**src/rtl/dff_bank_pkg.sv**
```systemverilog
// Shared definitions for the shared-register arbiter:
// command op codes and arbiter FSM state codes.
package dff_bank_pkg;

    typedef enum logic [1:0] {
        OP_LOAD   = 2'b00,
        OP_SET    = 2'b01,
        OP_CLEAR  = 2'b10,
        OP_TOGGLE = 2'b11
    } op_t;

    typedef enum logic {
        ST_ARB    = 1'b0,
        ST_LOCKED = 1'b1
    } state_t;

endpackage

```
**src/rtl/dff_bank_arbiter_if.sv**
```systemverilog
// Requester-side bundle of the shared-register arbiter.
// master: requesters (req/lock/op/wdata out, gnt/Q/Q_bar/owner/locked in)
// slave : arbiter (the reverse directions)
interface dff_bank_arbiter_if #(
    parameter int NREQ  = 4,
    parameter int WIDTH = 8
);
    import dff_bank_pkg::*;

    localparam int IDXW = $clog2(NREQ);

    logic [NREQ-1:0]       req;
    logic [NREQ-1:0]       lock;
    logic [2*NREQ-1:0]     op;
    logic [WIDTH*NREQ-1:0] wdata;
    logic [NREQ-1:0]       gnt;
    logic [WIDTH-1:0]      Q;
    logic [WIDTH-1:0]      Q_bar;
    logic [IDXW-1:0]       owner;
    logic                  locked;

    modport master (
        output req, lock, op, wdata,
        input  gnt, Q, Q_bar, owner, locked
    );

    modport slave (
        input  req, lock, op, wdata,
        output gnt, Q, Q_bar, owner, locked
    );

endinterface

```
**src/rtl/dff_bank_reg.sv**
```systemverilog
// Shared WIDTH-bit register with decoded one-cycle commands.
// Ports: clk, reset (sync, active-high), i_load/i_set/i_clear/i_toggle,
//        i_data (load value), o_q (contents), o_q_bar (inverse).
module dff_bank_reg
    import dff_bank_pkg::*;
#(
    parameter int WIDTH = 8
) (
    input  logic             clk,
    input  logic             reset,
    input  logic             i_load,
    input  logic             i_set,
    input  logic             i_clear,
    input  logic             i_toggle,
    input  logic [WIDTH-1:0] i_data,
    output logic [WIDTH-1:0] o_q,
    output logic [WIDTH-1:0] o_q_bar
);

    logic [WIDTH-1:0] r_q;

    // At most one command is active per cycle; the
    // priority order only matters for illegal combos.
    always_ff @(posedge clk) begin
        if (reset) begin
            r_q <= '0;
        end else if (i_load) begin
            r_q <= i_data;
        end else if (i_set) begin
            r_q <= '1;
        end else if (i_clear) begin
            r_q <= '0;
        end else if (i_toggle) begin
            r_q <= ~r_q;
        end
    end

    assign o_q     = r_q;
    assign o_q_bar = ~r_q;

endmodule

```
**src/rtl/dff_bank_arbiter.sv**
```systemverilog
// Round-robin arbiter/sequencer sharing one register among NREQ requesters.
// Ports: clk, reset (sync, active-high), bus (slave modport: req, lock,
//        op, wdata in; gnt, Q, Q_bar, owner, locked out).
module dff_bank_arbiter
    import dff_bank_pkg::*;
#(
    parameter int  NREQ  = 4,
    parameter int  WIDTH = 8,
    localparam int IDXW  = $clog2(NREQ)
) (
    input  logic                clk,
    input  logic                reset,
    dff_bank_arbiter_if.slave   bus
);

    state_t           r_state;
    logic [IDXW-1:0]  r_ptr;
    logic [IDXW-1:0]  r_owner;
    logic             r_locked;

    logic [IDXW-1:0]  w_win;
    logic [IDXW-1:0]  w_sel;
    logic [NREQ-1:0]  w_gnt;
    logic             w_xfer;
    op_t              w_op;
    logic [WIDTH-1:0] w_data;
    logic             w_sel_lock;
    logic [WIDTH-1:0] w_q;
    logic [WIDTH-1:0] w_q_bar;

    // Rotating priority in two passes: the lowest requester
    // overall is the wrap-around fallback, and the lowest
    // requester at or above ptr overrides it.
    always_comb begin
        w_win = '0;
        for (int i = NREQ - 1; i >= 0; i--) begin
            if (bus.req[i]) begin
                w_win = IDXW'(i);
            end
        end
        for (int i = NREQ - 1; i >= 0; i--) begin
            if (bus.req[i] && (IDXW'(i) >= r_ptr)) begin
                w_win = IDXW'(i);
            end
        end
    end

    // In ARB the selected requester is the winner (whose req is
    // high whenever any req is); in LOCKED it is the owner. So
    // grant is simply req of the selected index.
    always_comb begin
        w_sel      = (r_state == ST_ARB) ? w_win : r_owner;
        w_gnt      = '0;
        w_op       = OP_LOAD;
        w_data     = '0;
        w_sel_lock = 1'b0;
        for (int i = 0; i < NREQ; i++) begin
            if (IDXW'(i) == w_sel) begin
                w_gnt[i]   = bus.req[i] && !reset;
                w_op       = op_t'(bus.op[2*i +: 2]);
                w_data     = bus.wdata[WIDTH*i +: WIDTH];
                w_sel_lock = bus.lock[i];
            end
        end
    end

    assign w_xfer = |w_gnt;

    dff_bank_reg #(
        .WIDTH (WIDTH)
    ) u_reg (
        .clk      (clk),
        .reset    (reset),
        .i_load   (w_xfer && (w_op == OP_LOAD)),
        .i_set    (w_xfer && (w_op == OP_SET)),
        .i_clear  (w_xfer && (w_op == OP_CLEAR)),
        .i_toggle (w_xfer && (w_op == OP_TOGGLE)),
        .i_data   (w_data),
        .o_q      (w_q),
        .o_q_bar  (w_q_bar)
    );

    // ptr is only moved on ARB grants, so after a lock it
    // still points just past the former owner.
    always_ff @(posedge clk) begin
        if (reset) begin
            r_state  <= ST_ARB;
            r_ptr    <= '0;
            r_owner  <= '0;
            r_locked <= 1'b0;
        end else begin
            unique case (r_state)
                ST_ARB: begin
                    if (w_xfer) begin
                        r_owner <= w_sel;
                        r_ptr   <= (w_sel == IDXW'(NREQ - 1)) ?
                                   '0 : w_sel + 1'b1;
                        if (w_sel_lock) begin
                            r_state  <= ST_LOCKED;
                            r_locked <= 1'b1;
                        end
                    end
                end
                ST_LOCKED: begin
                    if (!w_sel_lock) begin
                        r_state  <= ST_ARB;
                        r_locked <= 1'b0;
                    end
                end
            endcase
        end
    end

    assign bus.gnt    = w_gnt;
    assign bus.Q      = w_q;
    assign bus.Q_bar  = w_q_bar;
    assign bus.owner  = r_owner;
    assign bus.locked = r_locked;

endmodule

```
**src/flat_wrapper.sv**
```systemverilog
// flat-port wrapper written by rule: the top's interface ports become plain ports
module dff_bank_arbiter_flat import dff_bank_pkg::*;
#(
    parameter int  NREQ  = 4,
    parameter int  WIDTH = 8,
    localparam int IDXW  = $clog2(NREQ)
)
  (clk, reset, bus_req, bus_lock, bus_op, bus_wdata, bus_gnt, bus_Q, bus_Q_bar, bus_owner, bus_locked);
  dff_bank_arbiter_if #(.NREQ(NREQ), .WIDTH(WIDTH)) bus_i ();
  input  logic clk;
  input  logic reset;
  input wire logic [$bits(bus_i.req)-1:0] bus_req;
  input wire logic [$bits(bus_i.lock)-1:0] bus_lock;
  input wire logic [$bits(bus_i.op)-1:0] bus_op;
  input wire logic [$bits(bus_i.wdata)-1:0] bus_wdata;
  output wire logic [$bits(bus_i.gnt)-1:0] bus_gnt;
  output wire logic [$bits(bus_i.Q)-1:0] bus_Q;
  output wire logic [$bits(bus_i.Q_bar)-1:0] bus_Q_bar;
  output wire logic [$bits(bus_i.owner)-1:0] bus_owner;
  output wire logic [$bits(bus_i.locked)-1:0] bus_locked;
  assign bus_i.req = bus_req;
  assign bus_i.lock = bus_lock;
  assign bus_i.op = bus_op;
  assign bus_i.wdata = bus_wdata;
  assign bus_gnt = bus_i.gnt;
  assign bus_Q = bus_i.Q;
  assign bus_Q_bar = bus_i.Q_bar;
  assign bus_owner = bus_i.owner;
  assign bus_locked = bus_i.locked;
  dff_bank_arbiter #(.NREQ(NREQ), .WIDTH(WIDTH)) u_core (.clk(clk), .reset(reset), .bus(bus_i));
endmodule
```
**config.mk**
```make
export PLATFORM = sky130hd
export DESIGN_NAME = dff_bank_arbiter_flat
export DESIGN_NICKNAME = d
export VERILOG_FILES = /design/src/rtl/dff_bank_pkg.sv /design/src/rtl/dff_bank_arbiter_if.sv /design/src/rtl/dff_bank_reg.sv /design/src/rtl/dff_bank_arbiter.sv /design/src/flat_wrapper.sv
export SDC_FILE = /design/constraint.sdc
export NUM_CORES = 1
export LEC_CHECK = 0
export CAP_MARGIN = 20
export CORE_ASPECT_RATIO = 2
export CORE_MARGIN = 4
export CORE_UTILIZATION = 33
export DETAILED_ROUTE_END_ITERATION = 7
export PLACE_DENSITY = 0.75
export RECOVER_POWER = 50
export SYNTH_ARGS = -nofsm -noshare
export SYNTH_HDL_FRONTEND = slang
export SYNTH_SLANG_ARGS = --single-unit
```
**constraint.sdc**
```tcl
create_clock -name clk -period 3.3 [get_ports clk]
set_input_delay 0.66 -clock clk [delete_from_list [all_inputs] [get_ports clk]]
set_output_delay 0.66 -clock clk [all_outputs]
set_load 0.02 [all_outputs]
```
==> reports/metrics.csv <==
stage,metric,value,unit
clock_network,clk_path_buf_depth,2,
global_route,grt_overflow_total,0,
detailed_routing,vias,1398,
synthesis,synth_cell_type_count,34,
clock_network,cts-root-buf,clkbuf_8,
synthesis,yosysMostFrequentCell,nor2_1,
finish,final_util,0.634,
floorplan,die_w,49.1,um
setup_path,worstPathMaxFanout,24,
timing,hold_ws,467,ps
synthesis,ys.flop_type,dfxtp_1,
place,io_buffer_count,72,
timing,final_max_slew_viol_count,0,
finish,syn2layout_area_growth,83.4,%
detailed_routing,drt_iter0_markers,14,
floorplan,io-pin-count,73,
global_route,grt_pass1_vias,1418,
floorplan,core,0.00323,mm2
timing,worst_pin_slew,387,ps
power,ir_worst_vdd,0.563,mV
timing,setup_violations,0,
global_route,grt.total_usage,0.164,
setup_path,start_kind,input port,
timing,skew,2.59,ps
synthesis,synth_area,0.00112,mm2
status,status,"complete, no violations",
min_path,min_path_cells,2,
synthesis,yosysWarnings,0,
timing,min_period_over_period,0.959,
floorplan,die_height,90.2,um
global_route,grt_pass1_wl,5850,um
setup_path,crit_family,compound AO/OA/AOI/OAI gates,
synthesis,netlist_instances,146,
floorplan,dieArea,0.00443,mm2
clock_network,tritoncts,yes,
setup_path,arrival,3300,ps
global_route,grt_max_degree,25,
detailed_routing,drcViolationCount,0,
run,maxCapViolCount,0,
setup_path,worstRegToRegCells,13,
clock_network,cts_buffers,3,
clock_network,clk_pin_slew,50,ps
synthesis,ys_ff_latch,14,
finish,fillCellCount,286,
synthesis,synth_edf_count,0,
setup_path,worstPathCellList,clkdlybuf4s50_1 -> buf_4 -> inv_1 -> a21oi_1 -> nor3_2 -> a21oi_2 -> inv_1 -> ha_1 -> buf_6 -> a211o_1 -> a21oi_2 -> nor2b_1 -> o2bb2ai_4 -> a221o_1,
timing,fin_crit,3160,ps
detailed_routing,dr.pass1.iters,4,
synthesis,synthTopCellsByCount,"nor2_1 (19), nand2_1 (15), dfxtp_1 (14)",
timing,fmax,316,MHz
setup_path,path_class,in2reg,
clock_network,postCtsSetupBuffers,0,
setup_path,critical-path-slowest-cell,clkdlybuf4s50_1,
synthesis,synth_area_leaders,"dfxtp_1 (25%), a221o_1 (7.2%), a221oi_1 (7.1%), nor2_1 (6.4%), nor2b_1 (6.2%)",
power,power_per_cell_area,812,mW/mm2
finish,layout.nets,284,
clock_network,cts.sinks,14,
synthesis,post_synth.cell_area_avg,7.64,um2
place,dp_hpwl,3170,um
place,dp_cells,256,
detailed_routing,routedWlPerCell,14.3,um
setup_path,cpPeakStageDelay,500,ps
synthesis,synth-seq-area-share,0.251,
timing,max_slew_margin,0.741,
setup_path,worst-path-stages,14,
detailed_routing,drtAntennaViolNets,0,
timing,hold_viol_final,0,
detailed_routing,totalWireLength,3720,um
power,p_total,1.66,mW
detailed_routing,viasPerCell,5.38,
finish,n_antenna_cell,0,
global_route,antenna_found_initial,0,
synthesis,synth_top_cell_area_share,0.251,
floorplan,initial_core_util,0.346,
finish,finalNonFillerCells,260,
place,dp_slack,-411,ps
min_path,hp-class,reg2reg,
floorplan,num_rows,29,
synthesis,yosysTopAreaCell,dfxtp_1,
timing,fin_ws,136,ps
clock_network,clk_latency,250,ps
setup_path,crit_buf_inv,5,
synthesis,syn_nets,200,
setup_path,cp_data_required_time,3430,ps
place,place_congestion,0.807,
finish,final_layout_size_suffix_gt1_frac,0.153,
power,p_leak,0.869,nW
setup_path,cp-end-kind,register,
synthesis,async_flop_share,0,
clock_network,htree_levels,1,
## layout by cell type, fill, tap and decap left out, drive strengths merged, types with 4 or more instances in the layout
cell type | netlist | routed
a21oi | 8 | 8
a221o | 8 | 8
a221oi | 10 | 10
buf | 6 | 18
clkbuf | 5 | 5
clkdlybuf4s50 | 0 | 47
dfxtp | 14 | 14
dlygate4sd3 | 0 | 18
ha | 4 | 4
inv | 13 | 13
nand2 | 15 | 15
nor2 | 19 | 19
nor2b | 12 | 12
o31ai | 8 | 8
## logic make-up after synthesis
family / count (synthesis) / share of synthesized area
fa+ha+maj: 4 / 0.0448
flops: 14 / 0.251
compound gates: 45 / 0.340
simple gates: 56 / 0.244
buf+inv: 25 / 0.102
mux: 2 / 0.0179
## flip-flops by register name, indices dropped and copies added (netlist names)
name,cells
u_core.bus.locked,1
u_core.bus.owner,2
u_core.r_ptr,2
u_core.u_reg.o_q,8
u_core.r_state,1
## through the flow
| stage | instance area [um2] | setup TNS [ps] |
|---|---|---|
| final | 2050 | 0 |
| after global routing | 2050 | -34.8 |
| after global placement | 1950 | -3050 |
| after CTS | 2010 | 0 |
| after detailed placement | 1950 | -5850 |
| after floorplan | 1120 | 0 |
## routing by layer
layer | wire length [um] | global-route usage
met1 | 1270 | 0.137
met2 | 2130 | 0.335
met3 | 211 | 0.0232
met4 | 98 | 0.0974
met5 | 0 | 0
## layout make-up
type	count	area, um2	area share
clock buffers	4	55.1	0.0269
inverters	14	52.6	0.0257
multi-input cells	107	757	0.370
flip-flops and latches	14	280	0.137
well taps	31	38.8	0.0189
repair buffers	90	863	0.422
## path summary, 6_finish.rpt
| check | slack, ps | from | end |
|---|---|---|---|
| setup / recovery | 140 | bus_req[1] | u_core.u_reg.o_q[3] |
| hold / removal | 470 | u_core.bus.locked | u_core.bus.locked |
| setup reg to reg | 440 | u_core.r_ptr[0] | u_core.bus.locked |
| hold reg to reg | 470 | u_core.bus.locked | u_core.bus.locked |
## what timing repair did
| action | CTS | global route |
|---|---|---|
| hold buffers | 0 | 0 |
| pin swaps | 1 | 2 |
| setup endpoints to repair | 14 | 15 |
| gates resized for setup | 12 | 12 |
## tightest hold or removal path, cell delays in order, from the launching register on
cell,delay (ps)
dfxtp_1,300
nand2_1,70
a21oi_2,50
## power by group
| group | total (mW) | switching (mW) | internal [mW] |
|---|---|---|---|
| clock network | 0.165 | 0.0594 | 0.106 |
| logic | 1.19 | 0.588 | 0.606 |
| registers | 0.304 | 0.0702 | 0.234 |
| total | 1.66 | 0.717 | 0.945 |
No activity file was read; power rests on OpenSTA's default activity.
